**config.mk**
```make
export PLATFORM = sky130hd
export DESIGN_NAME = mem_arbiter
export DESIGN_NICKNAME = d
export VERILOG_FILES = /design/src/rtl/mem_arbiter.sv
export SDC_FILE = /design/constraint.sdc
export NUM_CORES = 1
export LEC_CHECK = 0
export CELL_PAD_IN_SITES_DETAIL_PLACEMENT = 2
export CELL_PAD_IN_SITES_GLOBAL_PLACEMENT = 2
export CORE_UTILIZATION = 20
export CTS_BUF_LIST = sky130_fd_sc_hd__clkbuf_2 sky130_fd_sc_hd__clkbuf_4 sky130_fd_sc_hd__clkbuf_8
export DETAILED_ROUTE_END_ITERATION = 10
export PLACE_DENSITY = 0.74
export SLEW_MARGIN = 10
export SYNTH_ARGS = -nofsm -noshare
export SYNTH_HDL_FRONTEND = slang
export SYNTH_SLANG_ARGS = --single-unit
```
**constraint.sdc**
```tcl
create_clock -name clk -period 1.8 [get_ports clk]
set_input_delay 0.36 -clock clk [delete_from_list [all_inputs] [get_ports clk]]
set_output_delay 0.36 -clock clk [all_outputs]
set_load 0.02 [all_outputs]
```
**src/rtl/mem_arbiter.sv**
```systemverilog
// Two-requester arbiter (instruction fetch vs. load/store) onto one shared memory port.
// Latency: grant cycle -> mem_req from next cycle until mem_ack -> valid pulse the cycle after mem_ack.
// Backpressure: each requester stalls (stall_F/stall_M) until its valid; memory may hold off mem_ack indefinitely.
//
// Ports:
//   clk, rst                     single clock, synchronous active-high reset
//   if_req/if_addr               fetch request and address (sampled only in IDLE)
//   if_gnt/if_valid/if_rdata     fetch grant pulse, completion pulse, returned instruction
//   d_req/d_we/d_addr/d_wdata    load/store request and attributes (sampled only in IDLE)
//   d_gnt/d_valid/d_rdata        data grant pulse, completion pulse, load data
//   mem_req/mem_we/mem_addr/
//   mem_wdata/mem_rdata/mem_ack  shared memory port; mem_ack is a one-cycle completion pulse
//   stall_F/stall_M              combinational stall requests to the pipeline
//   err                          sticky flag: mem_ack seen while no access was outstanding
//
// Build option: define ARB_FAIR_EN to add the fetch anti-starvation counter; without it
// data requests always win a tie.

module mem_arbiter #(
    parameter int DATA_32_W  = 32,
    parameter int STARVE_MAX = 4
) (
    input  logic                 clk,
    input  logic                 rst,

    input  logic                 if_req,
    input  logic [DATA_32_W-1:0] if_addr,
    output logic                 if_gnt,
    output logic                 if_valid,
    output logic [DATA_32_W-1:0] if_rdata,

    input  logic                 d_req,
    input  logic                 d_we,
    input  logic [DATA_32_W-1:0] d_addr,
    input  logic [DATA_32_W-1:0] d_wdata,
    output logic                 d_gnt,
    output logic                 d_valid,
    output logic [DATA_32_W-1:0] d_rdata,

    output logic                 mem_req,
    output logic                 mem_we,
    output logic [DATA_32_W-1:0] mem_addr,
    output logic [DATA_32_W-1:0] mem_wdata,
    input  logic [DATA_32_W-1:0] mem_rdata,
    input  logic                 mem_ack,

    output logic                 stall_F,
    output logic                 stall_M,
    output logic                 err
);

    // The fairness counter is 3 bits wide, so a threshold above 7 could never be reached.
    if (STARVE_MAX < 0 || STARVE_MAX > 7) begin : g_starve_max_range
        $error("mem_arbiter: STARVE_MAX must be within 0..7");
    end

    typedef enum logic [1:0] {
        IDLE   = 2'b00,
        BUSY_I = 2'b01,
        BUSY_D = 2'b10
    } state_t;

    state_t               state_q;
    logic [DATA_32_W-1:0] addr_q;
    logic [DATA_32_W-1:0] wdata_q;
    logic                 we_q;
    logic                 mem_req_q;
    logic                 if_valid_q;
    logic                 d_valid_q;
    logic [DATA_32_W-1:0] if_rdata_q;
    logic [DATA_32_W-1:0] d_rdata_q;
    logic                 err_q;

    logic                 grant_i;
    logic                 grant_d;
    logic                 pick_i;   // on a tie, hand the port to fetch instead of data

`ifdef ARB_FAIR_EN
    localparam logic [2:0] STARVE_CNT = 3'(STARVE_MAX);

    // Counts data grants that overtook a waiting fetch; any fetch grant resets it.
    logic [2:0] fair_cnt_q;

    assign pick_i = (fair_cnt_q == STARVE_CNT);

    always_ff @(posedge clk) begin
        if (rst) begin
            fair_cnt_q <= 3'd0;
        end else if (grant_i) begin
            fair_cnt_q <= 3'd0;
        end else if (grant_d && if_req) begin
            fair_cnt_q <= fair_cnt_q + 3'd1;
        end
    end
`else
    assign pick_i = 1'b0;
`endif

    // Grants are decided combinationally in IDLE so the grant cycle is the cycle the request
    // is seen; the access registers load at the end of that cycle. This also lets a new grant
    // issue in the valid cycle, which is an IDLE cycle.
    always_comb begin
        grant_i = 1'b0;
        grant_d = 1'b0;
        if (!rst && state_q == IDLE) begin
            if (d_req && if_req) begin
                grant_i = pick_i;
                grant_d = !pick_i;
            end else begin
                grant_i = if_req;
                grant_d = d_req;
            end
        end
    end

    always_ff @(posedge clk) begin
        if (rst) begin
            // An access in flight is simply dropped; its late mem_ack will land in IDLE.
            state_q    <= IDLE;
            addr_q     <= '0;
            wdata_q    <= '0;
            we_q       <= 1'b0;
            mem_req_q  <= 1'b0;
            if_valid_q <= 1'b0;
            d_valid_q  <= 1'b0;
            if_rdata_q <= '0;
            d_rdata_q  <= '0;
            err_q      <= 1'b0;
        end else begin
            if_valid_q <= 1'b0;
            d_valid_q  <= 1'b0;
            case (state_q)
                IDLE: begin
                    // Nothing is outstanding, so an ack here is a protocol violation and
                    // its data is not forwarded anywhere.
                    if (mem_ack) begin
                        err_q <= 1'b1;
                    end
                    if (grant_d) begin
                        addr_q    <= d_addr;
                        we_q      <= d_we;
                        wdata_q   <= d_wdata;
                        mem_req_q <= 1'b1;
                        state_q   <= BUSY_D;
                    end else if (grant_i) begin
                        addr_q    <= if_addr;
                        we_q      <= 1'b0;
                        wdata_q   <= '0;
                        mem_req_q <= 1'b1;
                        state_q   <= BUSY_I;
                    end
                end
                BUSY_I: begin
                    if (mem_ack) begin
                        if_rdata_q <= mem_rdata;
                        if_valid_q <= 1'b1;
                        mem_req_q  <= 1'b0;
                        state_q    <= IDLE;
                    end
                end
                BUSY_D: begin
                    if (mem_ack) begin
                        // A store completes without touching the last load value.
                        if (!we_q) begin
                            d_rdata_q <= mem_rdata;
                        end
                        d_valid_q <= 1'b1;
                        mem_req_q <= 1'b0;
                        state_q   <= IDLE;
                    end
                end
                default: begin
                    mem_req_q <= 1'b0;
                    state_q   <= IDLE;
                end
            endcase
        end
    end

    assign if_gnt    = grant_i;
    assign d_gnt     = grant_d;
    assign if_valid  = if_valid_q;
    assign d_valid   = d_valid_q;
    assign if_rdata  = if_rdata_q;
    assign d_rdata   = d_rdata_q;

    assign mem_req   = mem_req_q;
    // we_q keeps the last store's value between accesses; only present it while an access runs.
    assign mem_we    = mem_req_q & we_q;
    assign mem_addr  = addr_q;
    assign mem_wdata = wdata_q;

    assign stall_F   = if_req & ~if_valid_q;
    assign stall_M   = d_req & ~d_valid_q;
    assign err       = err_q;

endmodule

```
==> summary.txt, run 1 <==
CTS Root Buffer Type: clkbuf_8
CTS tree: yes
via count: 5,044
crit path max fanout: 5
Max VDD drop: 361 uV
Psw: 2350 uW
die outline width: 161 um
Area contributors post-synth: dfxtp_1 (53%), nand2_1 (9.6%), a211oi_2 (7.1%)
CP Cell Sequence: inv_2, ha_4, and4bb_2, buf_6
clock slew at reported path FFs: 0.09 ns
most frequent cells in the layout: clkdlybuf4s50_1 (135), dfxtp_1 (133), nand2_1 (130)
area grow syn2layout: 71.1%
GRT Util Overall: 15.2%
Clock power frac: 35.0%
Worst Path Buf+Inv: 2
Slew Limit Headroom: 50.9%
hold buffers post-CTS: 0
RSZ-0062 raised after global routing: true
post-synthesis simple-gate area fraction: 15.2%
min Tclk post-route: 1.79 ns
Starting Density: 20.3%
drt pass-1 iters: 4
synthesized area per cell: 9.44 um2
skew final: 0.0151 ns
largest family of logic cells by synthesized area: compound AO/OA/AOI/OAI gates
min-delay worst type: input port to flop
final hold vios: 0
core area: 0.0250 mm2
hold_ws: 0.368 ns
f_max: 0.558 GHz
vias in the first global route: 5,312
#FFs+latches synth: 135
Setup CP Type: flop to output port
FF/Latch Area: 0.00271 mm2
largest net degree at the start of global routing: 59
main flop type after synthesis: dfxtp_1
GRT overflow: 0
CP arrival: 1.43 ns
largest area contributor in the netlist: dfxtp_1
fin. max-slew vios: 0
Final Power: 7640 uW
PwrDens: 877 mW/mm2
commonest non-fill, non-tap cell in the layout: clkdlybuf4s50_1
crit-path max cell delay: 0.33 ns
row cnt: 58
CTS H-tree depth: 4
Synth Area in Adders: 0.738%
Gate Count Post-Synth: 539
P_int: 5290 uW
Worst-Skew Late Latency: 0.44 ns
outcome: completed
initial antenna violation count: 1
sw frac: 30.8%
# port buffers: 270
Routability Congestion: 0.729
Post-Synth XOR/XNOR Area: 0%
Ys Warns: 0
Slowest-stage cell, CP: dfxtp_2
Worst Setup Start Kind: flop
number of synthesized flops with an enable pin: 0
Die Height: 161 um
final wirelength: 20,500 um
area fraction in compound gates after synthesis: 20.3%
Setup Viol. Count Final: 0
LEAKAGE: 0.00424 uW
Sink Count: 135
multi-input logic area: 0.00218 mm2
clock buffer depth: 2
layout cells sized above 1: 12.9%
vias per inst: 4.38
die area: 0.0261 mm2
DR iter-0 viols: 122
Tcrit/Tclk final: 99.6%
first-pass GRT wire length: 30,500 um
CP delay by family, top: flip-flops
MaxCap Viol Count: 0
sequential share of the synthesized area: 53.1%
Post-Syn Nets: 676
Worst Tran Pin Value: 0.736 ns
Final ANT Viol Nets: 0
IO Pins: 271
Avg WL per Cell: 17.8 um
DRC Markers: 0
Synth top area share: 53.1%
ys async rst share: 0%
Post-Syn Area: 0.00509 mm2
fin nets: 946
Req. time, crit path: 1.44 ns
endpoint class of the critical path: output port
number of buffers inserted during clock tree synthesis: 17
Post-DP HPWL: 14,700 um
post-synthesis mux area share: 6.10%
count of cell types in the netlist: 27
diode count: 0
sequential power share: 43.1%
power share of the combinational group: 21.9%
Fill cells: 2,773
worst paths after layout:
kind	endpoint	cells after the start	from	slack [ns]
hold reg to reg	if_rdata[30]	2	if_rdata[30]	0.45
setup / recovery	if_gnt	4	state_q[0]	0.007
setup reg to reg	mem_addr[23]	7	state_q[0]	0.05
hold / removal	state_q[1]	4	d_req	0.37
layer usage:
layer  track usage [%]  share of wire, %  vias up  wire length (um)
met5                 0             0.039        -                 8
met4              4.07               1.1        2               216
met3              7.09                10       15              2070
met2              25.5                47      187              9610
met1              17.3                42     2441              8550
li1                  -                 -     2399                 -
registers in the layout (all words and copies together) (netlist names):
register / cells
d_rdata: 32
if_rdata: 32
mem_addr: 32
mem_wdata: 32
state_q: 2
d_valid: 1
err: 1
if_valid: 1
mem_req: 1
we_q: 1
timing repair:
| item | CTS | global route |
|---|---|---|
| gates cloned | 0 | 0 |
| hold endpoints to repair | 0 | 0 |
| pin swaps | 2 | 1 |
| setup buffers | 1 | 2 |
| resized for setup | 102 | 51 |
| setup endpoints to repair | 118 | 78 |
power by group through the flow:
stage	sequential (uW)	clock, uW	combinational [uW]
4_1_cts	3300	2810	1700
6_report	3290	2670	1670
5_1_grt	3320	2930	1790
3_3_place_gp	3360	0	1740
3_5_place_dp	3370	0	1760
2_1_floorplan	3590	0	577
metrics by stage:
step	area, um2	setup WS (ns)	utilization [%]	TNS, ns	std cells
floorplan	5090	0.113	-	0	539
global placement	8240	-0.325	32.9	-7.79	1117
detailed placement	8240	-0.319	32.9	-8.18	1117
CTS	8560	-0.0425	34.2	-0.0425	1150
global route	8710	-0.0661	34.8	-0.0980	1152
finish	8710	0.00736	34.8	0	1152
area by class of cell:
type                    instances  share of cell area (%)
clock buffers                  18                    2.77
clock inverters                14                    1.91
inverters                       3                   0.129
multi-input cells             353                    25.0
flip-flops and latches        135                    31.1
well taps                     330                    4.74
repair buffers                299                    34.3
cell usage after synthesis (5+ instances only):
cell type	count
buf_2	11
nor2_1	5
a22o_1	33
clkbuf_1	30
mux2i_1	31
a21oi_1	70
dfxtp_1	135
nand2_1	130
nor3_1	33
a211oi_2	29
worst min-delay path: stages:
cell	delay (ns)
buf_2	0.13
buf_4	0.14
nand3_1	0.07
a21oi_1	0.06
logic make-up (layout without fill, tap and decap cells):
family	count (synthesis)	after routing
simple gates	182	182
compound gates	137	137
flops	135	135
buf+inv	51	334
mux	31	31
fa+ha+maj	3	3
Note: power is estimated with default switching activity, not from simulation.
==> inputs of run 2 (changes only) <==
--- a/config.mk
+++ b/config.mk
@@ -5,6 +5,7 @@
 export SDC_FILE = /design/constraint.sdc
 export NUM_CORES = 1
 export LEC_CHECK = 0
+export ABC_AREA = 0
 export CELL_PAD_IN_SITES_DETAIL_PLACEMENT = 2
 export CELL_PAD_IN_SITES_GLOBAL_PLACEMENT = 2
 export CORE_UTILIZATION = 20
==> results of run 2 <==
Final layout, timing and power as in run 1 (identical DEF).
